$ cat src/rtl/bcrypt_host_seq.sv
// bcrypt_host_seq: loads one core's BRAM window, sequences init/run/store, then streams back P and S.
// Optional watchdog: define BCRYPT_HOST_SEQ_TIMEOUT_EN to add the TIMEOUT counter and sticky error output.
module bcrypt_host_seq #(
  parameter int unsigned OFFSET       = 4260,
  parameter int unsigned LOAD_WORDS   = 1065,
  parameter int unsigned UNLOAD_WORDS = 1042,
  parameter int unsigned RD_LAT       = 3,
  parameter int unsigned IDLE_CYC     = 2,
  parameter logic [31:0] TIMEOUT      = 32'hFFFF_FFFF
) (
  input  logic        clk,
  input  logic        rst_n,
  input  logic [7:0]  core_index,
  input  logic        job_start,
  output logic        busy,
  output logic        job_done,
  input  logic        in_valid,
  output logic        in_ready,
  input  logic [31:0] in_data,
  output logic        out_valid,
  input  logic        out_ready,
  output logic [31:0] out_data,
  output logic        out_last,
  output logic [3:0]  BRAM_WE_B,
  output logic [31:0] BRAM_Addr_B,
  output logic [31:0] BRAM_WrData_B,
  input  logic [31:0] BRAM_RdData_B,
  output logic [31:0] start,
  input  logic [31:0] done
`ifdef BCRYPT_HOST_SEQ_TIMEOUT_EN
  ,
  output logic        error
`endif
);

  localparam int CW = $clog2(LOAD_WORDS + 1);

  typedef enum logic [2:0] {
    S_IDLE, S_QUIESCE, S_LOAD, S_INIT, S_RUN, S_STORE, S_UNLOAD, S_FINISH
  } state_t;

  state_t        state_q, state_d;
  logic [31:0]   base_q, base_d;
  logic [CW-1:0] cnt_q, cnt_d;
  logic [7:0]    lat_q, lat_d;
  logic [3:0]    we_q, we_d;
  logic [31:0]   addr_q, addr_d;
  logic [31:0]   wdata_q, wdata_d;
  logic          out_valid_q, out_valid_d;
  logic [31:0]   out_data_q, out_data_d;
  logic          out_last_q, out_last_d;
`ifdef BCRYPT_HOST_SEQ_TIMEOUT_EN
  logic [31:0]   tmo_q, tmo_d;
  logic          error_q, error_d;
`endif

  function automatic logic [31:0] word_addr(input logic [31:0] base, input logic [CW-1:0] idx);
    return base + (32'(idx) << 2);
  endfunction

  always_comb begin
    state_d     = state_q;
    base_d      = base_q;
    cnt_d       = cnt_q;
    lat_d       = lat_q;
    we_d        = 4'h0;
    addr_d      = addr_q;
    wdata_d     = wdata_q;
    out_valid_d = out_valid_q;
    out_data_d  = out_data_q;
    out_last_d  = out_last_q;
    start       = 32'd0;
    in_ready    = 1'b0;
    case (state_q)
      S_IDLE: begin
        if (job_start) begin
          base_d  = 32'(OFFSET) * {24'd0, core_index};
          cnt_d   = '0;
          lat_d   = 8'd0;
          state_d = S_QUIESCE;
        end
      end
      S_QUIESCE: begin
        if (lat_q == 8'(IDLE_CYC - 1)) state_d = S_LOAD;
        else lat_d = lat_q + 8'd1;
      end
      S_LOAD: begin
        in_ready = 1'b1;
        if (in_valid) begin
          we_d    = 4'hF;
          addr_d  = word_addr(base_q, cnt_q);
          wdata_d = in_data;
          if (cnt_q == CW'(LOAD_WORDS - 1)) state_d = S_INIT;
          else cnt_d = cnt_q + CW'(1);
        end
      end
      S_INIT: begin
        start = 32'd1;
        if (done == 32'd1) state_d = S_RUN;
      end
      S_RUN: begin
        start = 32'd2;
        if (done == 32'd2) state_d = S_STORE;
      end
      S_STORE: begin
        start = 32'd3;
        if (done == 32'h0000_00FF) begin
          state_d = S_UNLOAD;
          cnt_d   = '0;
          lat_d   = 8'd0;
          addr_d  = base_q;
        end
      end
      S_UNLOAD: begin
        // One read in flight: the address holds until its word is accepted downstream.
        if (!out_valid_q) begin
          if (lat_q == 8'(RD_LAT)) begin
            out_valid_d = 1'b1;
            out_data_d  = BRAM_RdData_B;
            out_last_d  = (cnt_q == CW'(UNLOAD_WORDS - 1));
          end else begin
            lat_d = lat_q + 8'd1;
          end
        end else if (out_ready) begin
          out_valid_d = 1'b0;
          out_last_d  = 1'b0;
          if (out_last_q) begin
            state_d = S_FINISH;
          end else begin
            cnt_d  = cnt_q + CW'(1);
            addr_d = word_addr(base_q, cnt_q + CW'(1));
            lat_d  = 8'd0;
          end
        end
      end
      S_FINISH: state_d = S_IDLE;
      default:  state_d = S_IDLE;
    endcase
`ifdef BCRYPT_HOST_SEQ_TIMEOUT_EN
    error_d = error_q;
    tmo_d   = tmo_q + 32'd1;
    // A matching done code already moved state_d, so only a stalled wait can expire.
    if ((state_q == S_INIT || state_q == S_RUN || state_q == S_STORE) &&
        tmo_q == TIMEOUT - 32'd1 && state_d == state_q) begin
      state_d = S_FINISH;
      error_d = 1'b1;
    end
    if (state_d != state_q) tmo_d = 32'd0;
`endif
  end

  always_ff @(posedge clk or negedge rst_n) begin
    if (!rst_n) begin
      state_q     <= S_IDLE;
      base_q      <= 32'd0;
      cnt_q       <= '0;
      lat_q       <= 8'd0;
      we_q        <= 4'h0;
      addr_q      <= 32'd0;
      wdata_q     <= 32'd0;
      out_valid_q <= 1'b0;
      out_data_q  <= 32'd0;
      out_last_q  <= 1'b0;
`ifdef BCRYPT_HOST_SEQ_TIMEOUT_EN
      tmo_q       <= 32'd0;
      error_q     <= 1'b0;
`endif
    end else begin
      state_q     <= state_d;
      base_q      <= base_d;
      cnt_q       <= cnt_d;
      lat_q       <= lat_d;
      we_q        <= we_d;
      addr_q      <= addr_d;
      wdata_q     <= wdata_d;
      out_valid_q <= out_valid_d;
      out_data_q  <= out_data_d;
      out_last_q  <= out_last_d;
`ifdef BCRYPT_HOST_SEQ_TIMEOUT_EN
      tmo_q       <= tmo_d;
      error_q     <= error_d;
`endif
    end
  end

  assign busy          = (state_q != S_IDLE) && (state_q != S_FINISH);
  assign job_done      = (state_q == S_FINISH);
  assign out_valid     = out_valid_q;
  assign out_data      = out_data_q;
  assign out_last      = out_last_q;
  assign BRAM_WE_B     = we_q;
  assign BRAM_Addr_B   = addr_q;
  assign BRAM_WrData_B = wdata_q;
`ifdef BCRYPT_HOST_SEQ_TIMEOUT_EN
  assign error         = error_q;
`endif

endmodule

$ cat config.mk
export PLATFORM = sky130hd
export DESIGN_NAME = bcrypt_host_seq
export DESIGN_NICKNAME = d
export VERILOG_FILES = /design/src/rtl/bcrypt_host_seq.sv
export SDC_FILE = /design/constraint.sdc
export NUM_CORES = 1
export LEC_CHECK = 0
export ABC_AREA = 1
export CAP_MARGIN = 10
export CORE_MARGIN = 10
export CORE_UTILIZATION = 54
export CTS_BUF_LIST = sky130_fd_sc_hd__clkbuf_4
export DETAILED_ROUTE_END_ITERATION = 8
export MAX_ROUTING_LAYER = met4
export PLACE_DENSITY = 0.89
export RECOVER_POWER = 50
export SLEW_MARGIN = 20
export SYNTH_ARGS = -nofsm -noshare
export SYNTH_HDL_FRONTEND = slang
export SYNTH_SLANG_ARGS = --single-unit
$ cat constraint.sdc
create_clock -name clk -period 6.2 [get_ports clk]
set_clock_uncertainty 0.05 [all_clocks]
set_input_delay 0.93 -clock clk [delete_from_list [all_inputs] [get_ports clk]]
set_output_delay 0.93 -clock clk [all_outputs]
set_load 0.03 [all_outputs]
==> results of run 1 <==
[final cells by class]
type	count	share of cell area
multi-input cells	928	0.424
flip-flops and latches	128	0.297
repair buffers	205	0.189
inverters	101	0.0355
well taps	211	0.0245
clock inverters	13	0.0172
clock buffers	19	0.0132
diodes	1	0.000232
[cell families after synthesis]
family / after synthesis
buffers and inverters: 177
adders and majority gates: 66
AOI/OAI and AO/OA: 67
other: 1
DFF: 128
xor gates and xnor gates: 16
and+or+nand+nor: 737
[flip-flops by register name (all words and copies together), names as in the netlist]
register / flops
lat_q: 8
BRAM_Addr_B: 20
cnt_q: 11
out_valid: 1
BRAM_WE_B: 1
base_q: 19
out_data: 32
BRAM_WrData_B: 32
state_q: 3
out_last: 1
[stage by stage]
step / setup WS, ns / utilization / cells / hold slack (ns) / area, sq um
6_report: 1.84 / 0.705 / 1606 / 0.428 / 10800
5_1_grt: 1.37 / 0.705 / 1606 / 0.448 / 10800
4_1_cts: 2.72 / 0.706 / 1605 / 0.436 / 10800
3_5_place_dp: 2.12 / 0.684 / 1573 / 0.408 / 10500
3_3_place_gp: 2.14 / 0.684 / 1573 / 0.402 / 10500
2_1_floorplan: 2.91 / - / 1233 / 0.414 / 8670
[layer usage]
layer	global-route usage	vias to the layer above	wire length [microns]
li1	-	4050	-
met1	0.275	3849	10400
met2	0.416	283	12900
met3	0.0571	33	1460
met4	0.0652	0	473
met5	-	-	0
[tightest hold or removal path, stage by stage, from the launching register on]
cell and delay, ns:
dfrtp_1 0.36, nand2_1 0.05, nand2_1 0.05
[final timing paths]
check / start / end / cells after the start
worst min register to register: BRAM_WrData_B[30]$_DFFE_PN0P_ / BRAM_WrData_B[30]$_DFFE_PN0P_ / 2
worst max-delay path: state_q[0]$_DFFE_PN0P_ / BRAM_WrData_B[21]$_DFFE_PN0P_ / 10
min in group asynchronous: rst_n / BRAM_WrData_B[17]$_DFFE_PN0P_ / 1
worst max register to register: state_q[0]$_DFFE_PN0P_ / BRAM_WrData_B[21]$_DFFE_PN0P_ / 10
worst min-delay path: BRAM_WrData_B[30]$_DFFE_PN0P_ / BRAM_WrData_B[30]$_DFFE_PN0P_ / 2
max in group asynchronous: rst_n / base_q[14]$_DFFE_PN0P_ / 2
[cell usage in the layout, fill, tap and decap left out, types with 3 or more instances in the layout]
master | synthesis | layout
nor2_1 | 83 | 85
and2_1 | 4 | 4
nand2_2 | 3 | 3
o21ai_2 | 6 | 6
nand3_1 | 85 | 85
dlygate4sd3_1 | 0 | 15
nor3_1 | 13 | 13
a21oi_1 | 14 | 14
dfrtp_1 | 128 | 128
clkbuf_4 | 0 | 19
nor2_2 | 4 | 3
xnor2_1 | 6 | 6
xor2_1 | 10 | 10
inv_2 | 5 | 4
ha_1 | 61 | 61
clkdlybuf4s50_1 | 0 | 187
conb_1 | 1 | 42
nand2_4 | 3 | 3
bufinv_16 | 0 | 4
inv_1 | 94 | 95
clkinv_4 | 0 | 3
nand2_1 | 510 | 510
nand4_1 | 16 | 16
or2_2 | 7 | 7
fa_1 | 5 | 5
o21ai_0 | 41 | 41
[power by group]
group	switching [mW]	internal [mW]	total, mW
logic	1.37	0.753	2.13
clock network	0.332	0.330	0.662
registers	0.198	1.09	1.28
total	1.90	2.17	4.07
==> reports/qor.yml, run 1 <==
status: "finished with violations"
violations: "max-capacitance violations, max-slew violations"
synth_area_per_cell_sq_um: 7.14
synth_xor_area_frac: 0.0165
synth.most_common_cell: "nand2_1"
die_h_microns: 146
die_area_sq_um: 21200
critPathKind: "reg2reg"
cts_buffer_depth: 2
crit_required_ns: 6.59
crit_top_cell: "inv_1"
grt_pass1_vias: 8104
synthTopCellsByCount: "nand2_1 (510), dfrtp_1 (128), inv_1 (94)"
clk_pin_slew_worst_paths_ns: 0.12
netlist_instances: 1192
critical_path_buf_inv_count: 5
clk_latency_ns: 0.56
multi_input_area_sq_um: 4570
synth_edf_count: 0
p_leak_nw: 5.45
io_buffers: 203
ys_seq_area_frac: 0.376
yosys.area.top_type: "dfrtp_1"
cts_resized: 0
routed_wl_microns: 25200
seq_area_sq_um: 3200
drive_above_1_share: 0.0473
gp_congestion: 0.954
ir_worst_vdd_v: 0.000271
layout.nets: 1556
cts.hold.buffers_added: 0
r2r_setup_slack_ns: 1.84
dpl.hpwl_microns: 19600
cts_made_buffers: 17
grt_use_total: 0.242
slowest_delay_ns: 1.10
pwr_density_cell_nw_per_um2: 378
synth_top_family_by_area: "simple AND/OR/NAND/NOR gates"
grt_overflow_total: 0
grt_antenna_before_repair: 1
finalCritPeriodShare: 0.703
initial_core_util: 0.556
synth_area_sq_um: 8510
total_power_mw: 4.07
synth_top_area_frac: 0.376
finalCriticalPeriod_ns: 4.36
finalSetupViolations: 0
dr.pass1.iters: 7
grt_pass1_wl_microns: 41200
synth_seq_cells: 128
slew_viol_final: 74
wl_per_cell_microns: 15.7
synth_compound_area_frac: 0.0435
slew-limit-headroom: -1.61
crit_slowest_cell: "clkbuf_1"
critical-path-top-delay-family: "buffers and inverters"
tns_ns: 0
crit_fanout: 34
synth_flop_cell: "dfrtp_1"
synthArstFlopShare: 1.00
hold_path_class: "reg2reg"
worstPathArrival_ns: 4.75
cts-root-buf: "clkbuf_4"
synthTopCellsByArea: "dfrtp_1 (38%), nand2_1 (22%), ha_1 (9.0%)"
die-width_microns: 146
max_cap_viol_count: 1
tritoncts: "done"
postCtsSetupBuffers: 0
via_per_inst: 5.12
drcViolationCount: 0
cts_sinks: 128
synthMuxAreaShare: 0
htree_levels: 4
coreArea_sq_um: 15300
finalHoldViolations: 0
clock.fmax_mhz: 229
vias: 8215
rows: 45
netlist-cell-type-count: 38
io_pins: 246
grt_max_degree: 74
fill_cells: 1252
yosys_warnings: 0
rsz0062_at_grt: "no"
tightest_slew_ns: 3.91
synth_simple_gate_area_frac: 0.358
postRouteAntennaNets: 0
end_kind: "flop"
synthAdderAreaFrac: 0.101
drt_first_iter_violations: 555
crit_path_start_kind: "flop"
path_cells: "inv_1 > ha_1 > clkinvlp_2 > nor2_1 > inv_1 > nor2_1 > clkbuf_1 > inv_1 > nand2_1 > nand2_1"
synthToLayoutAreaGrowth_pct: 26.7
(Power assumes the default switching activity.)
==> inputs of run 2 (changes only) <==
--- a/config.mk
+++ b/config.mk
@@ -8,11 +8,11 @@
 export ABC_AREA = 1
 export CAP_MARGIN = 10
 export CORE_MARGIN = 10
-export CORE_UTILIZATION = 54
+export CORE_UTILIZATION = 50
 export CTS_BUF_LIST = sky130_fd_sc_hd__clkbuf_4
 export DETAILED_ROUTE_END_ITERATION = 8
 export MAX_ROUTING_LAYER = met4
-export PLACE_DENSITY = 0.89
+export PLACE_DENSITY = 0.84
 export RECOVER_POWER = 50
 export SLEW_MARGIN = 20
 export SYNTH_ARGS = -nofsm -noshare
==> constraint.sdc (replaced) <==
create_clock -name clk -period 4.05 [get_ports clk]
set_clock_uncertainty 0.05 [all_clocks]
set_input_delay 0.6075 -clock clk [delete_from_list [all_inputs] [get_ports clk]]
set_output_delay 0.6075 -clock clk [all_outputs]
set_load 0.03 [all_outputs]
==> run 2 against run 1 <==
Compared with the run above:
- design area barely moved
- the flow still finishes with violations (max-capacitance violations, max-slew violations)
- global-route usage shrank 1.2 points
- largest cell class unchanged
- core utilization down 5.6 points
- sequential power rose by 55%
==> reports/qor.yml, run 2 (same netlist as run 1, synthesis figures left out) <==
postRouteAntennaNets: 0
cts.hold.buffers_added: 0
crit_required_ns: 3.39
r2r_setup_slack_ns: 0.62
met2_usage: 0.390
io_pins: 246
grt_max_degree: 80
end_kind: "primary output"
ir_worst_vdd_v: 0.000396
cts_sinks: 128
final_cells: 1621
rows: 47
worstPathArrival_ns: 2.88
die_area_sq_um: 22600
crit_fanout: 8
whs_ns: 0.431
layout_setup_ws_ns: 0.514
gr-usage-met1: 0.256
initial_core_util: 0.512
routed_wl_microns: 25800
cp-startpoint: "state_q[0]$_DFFE_PN0P_"
p_seq_frac: 0.319
combPwrFrac: 0.532
grt_util_met3: 0.0579
clk_latency_ns: 0.57
final_cell_mix: "nand2_1 (510), clkdlybuf4s50_1 (195), dfrtp_1 (128), inv_1 (94), nor2_1 (87)"
critPathKind: "reg2out"
finalCriticalPeriod_ns: 3.54
finalCritPeriodShare: 0.873
r2r_start: "state_q[0]$_DFFE_PN0P_"
path_cells: "inv_1 > ha_1 > clkbuf_1 > inv_4 > nor2_1 > clkdlybuf4s50_1"
dr.pass1.iters: 7
grt_overflow_total: 0
crit_path_start_kind: "flop"
dpl.hpwl_microns: 20500
grt_use_total: 0.230
htree_levels: 4
coreArea_sq_um: 16600
cts_made_buffers: 17
cts_buffer_depth: 2
final_common_cell: "nand2_1"
grt_pass1_wl_microns: 40500
tns_ns: 0
drt_first_iter_violations: 460
clk_pin_slew_worst_paths_ns: 0.13
critPathCapture: "in_ready"
p_sw_mw: 3.03
rr_endpoint: "BRAM_Addr_B[10]$_DFFE_PN0P_"
rsz0062_at_grt: "no"
slowest_delay_ns: 0.76
power.share.switching: 0.489
grt-busiest-layer: "met2"
via_per_inst: 5.06
io_buffers: 203
p_int_mw: 3.17
gp_congestion: 0.971
grt_antenna_before_repair: 1
pwr_density_cell_nw_per_um2: 575
tightest_slew_ns: 2.00
slew-limit-headroom: -0.332
fill_cells: 1471
postCtsSetupBuffers: 0
layout.nets: 1562
clock.fmax_mhz: 283
vias: 8198
dp_cells: 1588
grt_pass1_vias: 8121
drcViolationCount: 0
synthToLayoutAreaGrowth_pct: 26.7
cts-root-buf: "clkbuf_4"
reg2reg_depth: 16
die_h_microns: 150
finalHoldViolations: 0
die-width_microns: 150
crit_slowest_cell: "clkdlybuf4s50_1"
pre_cts_slack_ns: 0.294
slew_viol_final: 80
status: "finished with violations"
drive_above_1_share: 0.0500
cts_resized: 0
p_clk_frac: 0.149
max_cap_viol_count: 1
wl_per_cell_microns: 15.9
finalSetupViolations: 0
tritoncts: "done"
p_leak_nw: 5.44
violations: "max-capacitance violations, max-slew violations"
hold_path_class: "reg2reg"
==> run 2: area by class of cell <==
type	count	area (sq um)	area share
Antenna cell	1	2.50	0.000232
Clock buffer	17	128	0.0118
Multi-Input combinational cell	928	4570	0.423
Inverter	101	384	0.0356
Timing Repair Buffer	211	2070	0.192
Clock inverter	15	159	0.0147
Tap cell	220	275	0.0255
Sequential cell	128	3200	0.297
==> run 2: worst max-delay path: cells and delay by family (launching register included) <==
| kind | cells | cell delay [ns] |
|---|---|---|
| adder cells (fa/ha/maj) | 1 | 0.14 |
| buffers and inverters | 4 | 1.44 |
| flip-flops | 1 | 0.44 |
| AND/OR/NAND/NOR | 1 | 0.31 |
==> run 2: worst min path at each step <==
| stage | startpoint | slack [ns] | endpoint | depth (start not counted) |
|---|---|---|---|---|
| after floorplan | rst_n | 0.26 | BRAM_Addr_B[10]$_DFFE_PN0P_ | 0 |
| after global placement | BRAM_WrData_B[12]$_DFFE_PN0P_ | 0.40 | BRAM_WrData_B[12]$_DFFE_PN0P_ | 2 |
| after detailed placement | BRAM_Addr_B[6]$_DFFE_PN0P_ | 0.41 | BRAM_Addr_B[6]$_DFFE_PN0P_ | 2 |
| after CTS | rst_n | 0.15 | BRAM_WrData_B[29]$_DFFE_PN0P_ | 1 |
| after global routing | BRAM_WrData_B[5]$_DFFE_PN0P_ | 0.45 | BRAM_WrData_B[5]$_DFFE_PN0P_ | 2 |
| final | BRAM_WrData_B[28]$_DFFE_PN0P_ | 0.43 | BRAM_WrData_B[28]$_DFFE_PN0P_ | 2 |
==> run 2: power by group through the flow <==
stage	sequential, mW	clock [mW]	combinational (mW)
6_report	1.98	0.922	3.30
5_1_grt	2.03	0.995	3.62
4_1_cts	1.97	0.938	3.34
3_5_place_dp	1.99	0	3.33
3_3_place_gp	1.99	0	3.25
2_1_floorplan	2.44	0	1.68
==> run 2: layer usage <==
layer / wire length (microns) / up-vias
met4: 681 / 0
met3: 1910 / 45
met2: 13200 / 315
met5: 0 / -
met1: 10000 / 3786
li1: - / 4052
==> run 2: metrics by stage <==
stage / total power, mW / util / cell area [sq um]
after detailed placement: 5.32 / 0.634 / 10500
after global placement: 5.24 / 0.634 / 10500
after CTS: 6.25 / 0.651 / 10800
after global routing: 6.64 / 0.648 / 10800
final: 6.20 / 0.648 / 10800
after floorplan: 4.11 / - / 8670
==> inputs of run 3 (changes only) <==
--- a/config.mk
+++ b/config.mk
@@ -9,11 +9,12 @@
 export CAP_MARGIN = 10
 export CORE_MARGIN = 10
 export CORE_UTILIZATION = 50
-export CTS_BUF_LIST = sky130_fd_sc_hd__clkbuf_4
+export CTS_BUF_LIST = sky130_fd_sc_hd__clkbuf_4 sky130_fd_sc_hd__clkbuf_8
 export DETAILED_ROUTE_END_ITERATION = 8
 export MAX_ROUTING_LAYER = met4
 export PLACE_DENSITY = 0.84
 export RECOVER_POWER = 50
+export SKIP_LAST_GASP = 1
 export SLEW_MARGIN = 20
 export SYNTH_ARGS = -nofsm -noshare
 export SYNTH_HDL_FRONTEND = slang
==> run 3 against run 2 <==
Compared with the run above:
- the run still ends with max-capacitance violations, max-slew violations left
- register-to-register slack is essentially flat
- sequential power barely moved
- critical path type is now reg2reg
- wire length grew 1.6%
- hold slack got worse by 0.0086 ns
- power is 3.6% higher
- via count grew 0.28%
- setup slack better by 0.10 ns
- first-iteration DRC count is 13% higher
- fmax is 3.0% higher
- combinational power barely moved
==> reports/qor.yml, run 3 (same netlist as run 1, synthesis figures left out) <==
final_cell_mix: "nand2_1 (510), clkdlybuf4s50_1 (191), dfrtp_1 (128), inv_1 (94), nor2_1 (87)"
cts_resized: 0
clock.fmax_mhz: 291
grt_max_degree: 80
rsz0062_at_grt: "no"
grt_pass1_vias: 8118
io_buffers: 203
initial_core_util: 0.512
dpl.hpwl_microns: 20500
rows: 47
drt_first_iter_violations: 519
cts_made_buffers: 17
worstPathArrival_ns: 3.77
grt_pass1_wl_microns: 41200
clk_pin_slew_worst_paths_ns: 0.08
postCtsSetupBuffers: 0
wl_per_cell_microns: 16.2
critPathKind: "reg2reg"
design_area_sq_um: 10900
coreArea_sq_um: 16600
via_per_inst: 5.07
routed_wl_microns: 26200
wl_met1_microns: 10200
clk_latency_ns: 0.46
fill_cells: 1446
layout.nets: 1562
tritoncts: "done"
place_area_sq_um: 10500
multi_input_area_sq_um: 4570
cts.hold.buffers_added: 0
grt_overflow_total: 0
slowest_delay_ns: 1.12
finalCriticalPeriod_ns: 3.43
end_kind: "flop"
cts_sinks: 128
whs_ns: 0.422
htree_levels: 4
p_leak_nw: 5.50
vias: 8221
tns_ns: 0
finalCritPeriodShare: 0.847
critical_path_buf_inv_count: 5
grt_antenna_before_repair: 0
max_cap_viol_count: 2
total_power_mw: 6.42
cts-root-buf: "clkbuf_8"
dr.pass1.iters: 5
crit_required_ns: 4.39
drcViolationCount: 0
die_area_sq_um: 22600
finalSetupViolations: 0
path_cells: "inv_1 > ha_1 > clkbuf_1 > inv_4 > nor2_1 > inv_1 > nor2_1 > clkbuf_1 > nand2_1 > nand2_1"
violations: "max-capacitance violations, max-slew violations"
final_common_cell: "nand2_1"
io_pins: 246
crit_fanout: 33
synthToLayoutAreaGrowth_pct: 28.0
die_h_microns: 150
seq_area_sq_um: 3200
slew_viol_final: 113
status: "finished with violations"
highest_layer: "met4"
grt_use_total: 0.233
pwr_density_cell_nw_per_um2: 589
die-width_microns: 150
gp_congestion: 0.971
cts_buffer_depth: 2
critical-path-top-delay-family: "buffers and inverters"
finalHoldViolations: 0
ir_worst_vdd_v: 0.000387
crit_path_start_kind: "flop"
drive_above_1_share: 0.0507
wl_met2_microns: 13400
slew-limit-headroom: -0.326
crit_slowest_cell: "clkbuf_1"
hold_path_class: "reg2reg"
postRouteAntennaNets: 0
wl_met3_microns: 1810
tightest_slew_ns: 1.99
[run 3: per-stage QoR]
| step | std cells | utilization | setup slack, ns |
|---|---|---|---|
| floorplan | 1233 | - | 1.08 |
| finish | 1621 | 0.655 | 0.618 |
| CTS | 1620 | 0.657 | 0.777 |
| global placement | 1588 | 0.634 | 0.336 |
| detailed placement | 1588 | 0.634 | 0.294 |
| global route | 1620 | 0.655 | 0.350 |
[run 3: where the power goes]
group	internal [mW]	total, mW	switching (mW)
sequential	1.66	1.99	0.321
clock	0.514	1.13	0.618
combinational	1.17	3.30	2.14
total	3.35	6.42	3.08
[run 3: final cells by class]
cell class                      count  area share
Multi-Input combinational cell    928       0.419
Clock inverter                     15      0.0146
Antenna cell                        1    0.000230
Clock buffer                       17      0.0215
Timing Repair Buffer              211       0.190
Inverter                          101      0.0352
Sequential cell                   128       0.294
Tap cell                          220      0.0253
[run 3: tightest hold or removal path: stages (launching register included)]
cell and delay (ns):
dfrtp_1 0.34, nand2_1 0.05, nand2_1 0.05
[run 3: per-layer routing]
| layer | vias up | GRT usage |
|---|---|---|
| met3 | 52 | 0.0528 |
| li1 | 4052 | - |
| met4 | 0 | 0.0773 |
| met5 | - | - |
| met2 | 293 | 0.400 |
| met1 | 3824 | 0.264 |
[run 3: worst paths after layout]
path,cells after the start,endpoint,slack [ns],from
setup / recovery,10,BRAM_WrData_B[17]$_DFFE_PN0P_,0.62,state_q[0]$_DFFE_PN0P_
hold / removal,2,BRAM_WrData_B[28]$_DFFE_PN0P_,0.42,BRAM_WrData_B[28]$_DFFE_PN0P_
setup reg to reg,10,BRAM_WrData_B[17]$_DFFE_PN0P_,0.62,state_q[0]$_DFFE_PN0P_
hold reg to reg,2,BRAM_WrData_B[28]$_DFFE_PN0P_,0.42,BRAM_WrData_B[28]$_DFFE_PN0P_
max in group asynchronous,2,base_q[13]$_DFFE_PN0P_,1.20,rst_n
min in group asynchronous,1,BRAM_WrData_B[29]$_DFFE_PN0P_,0.65,rst_n
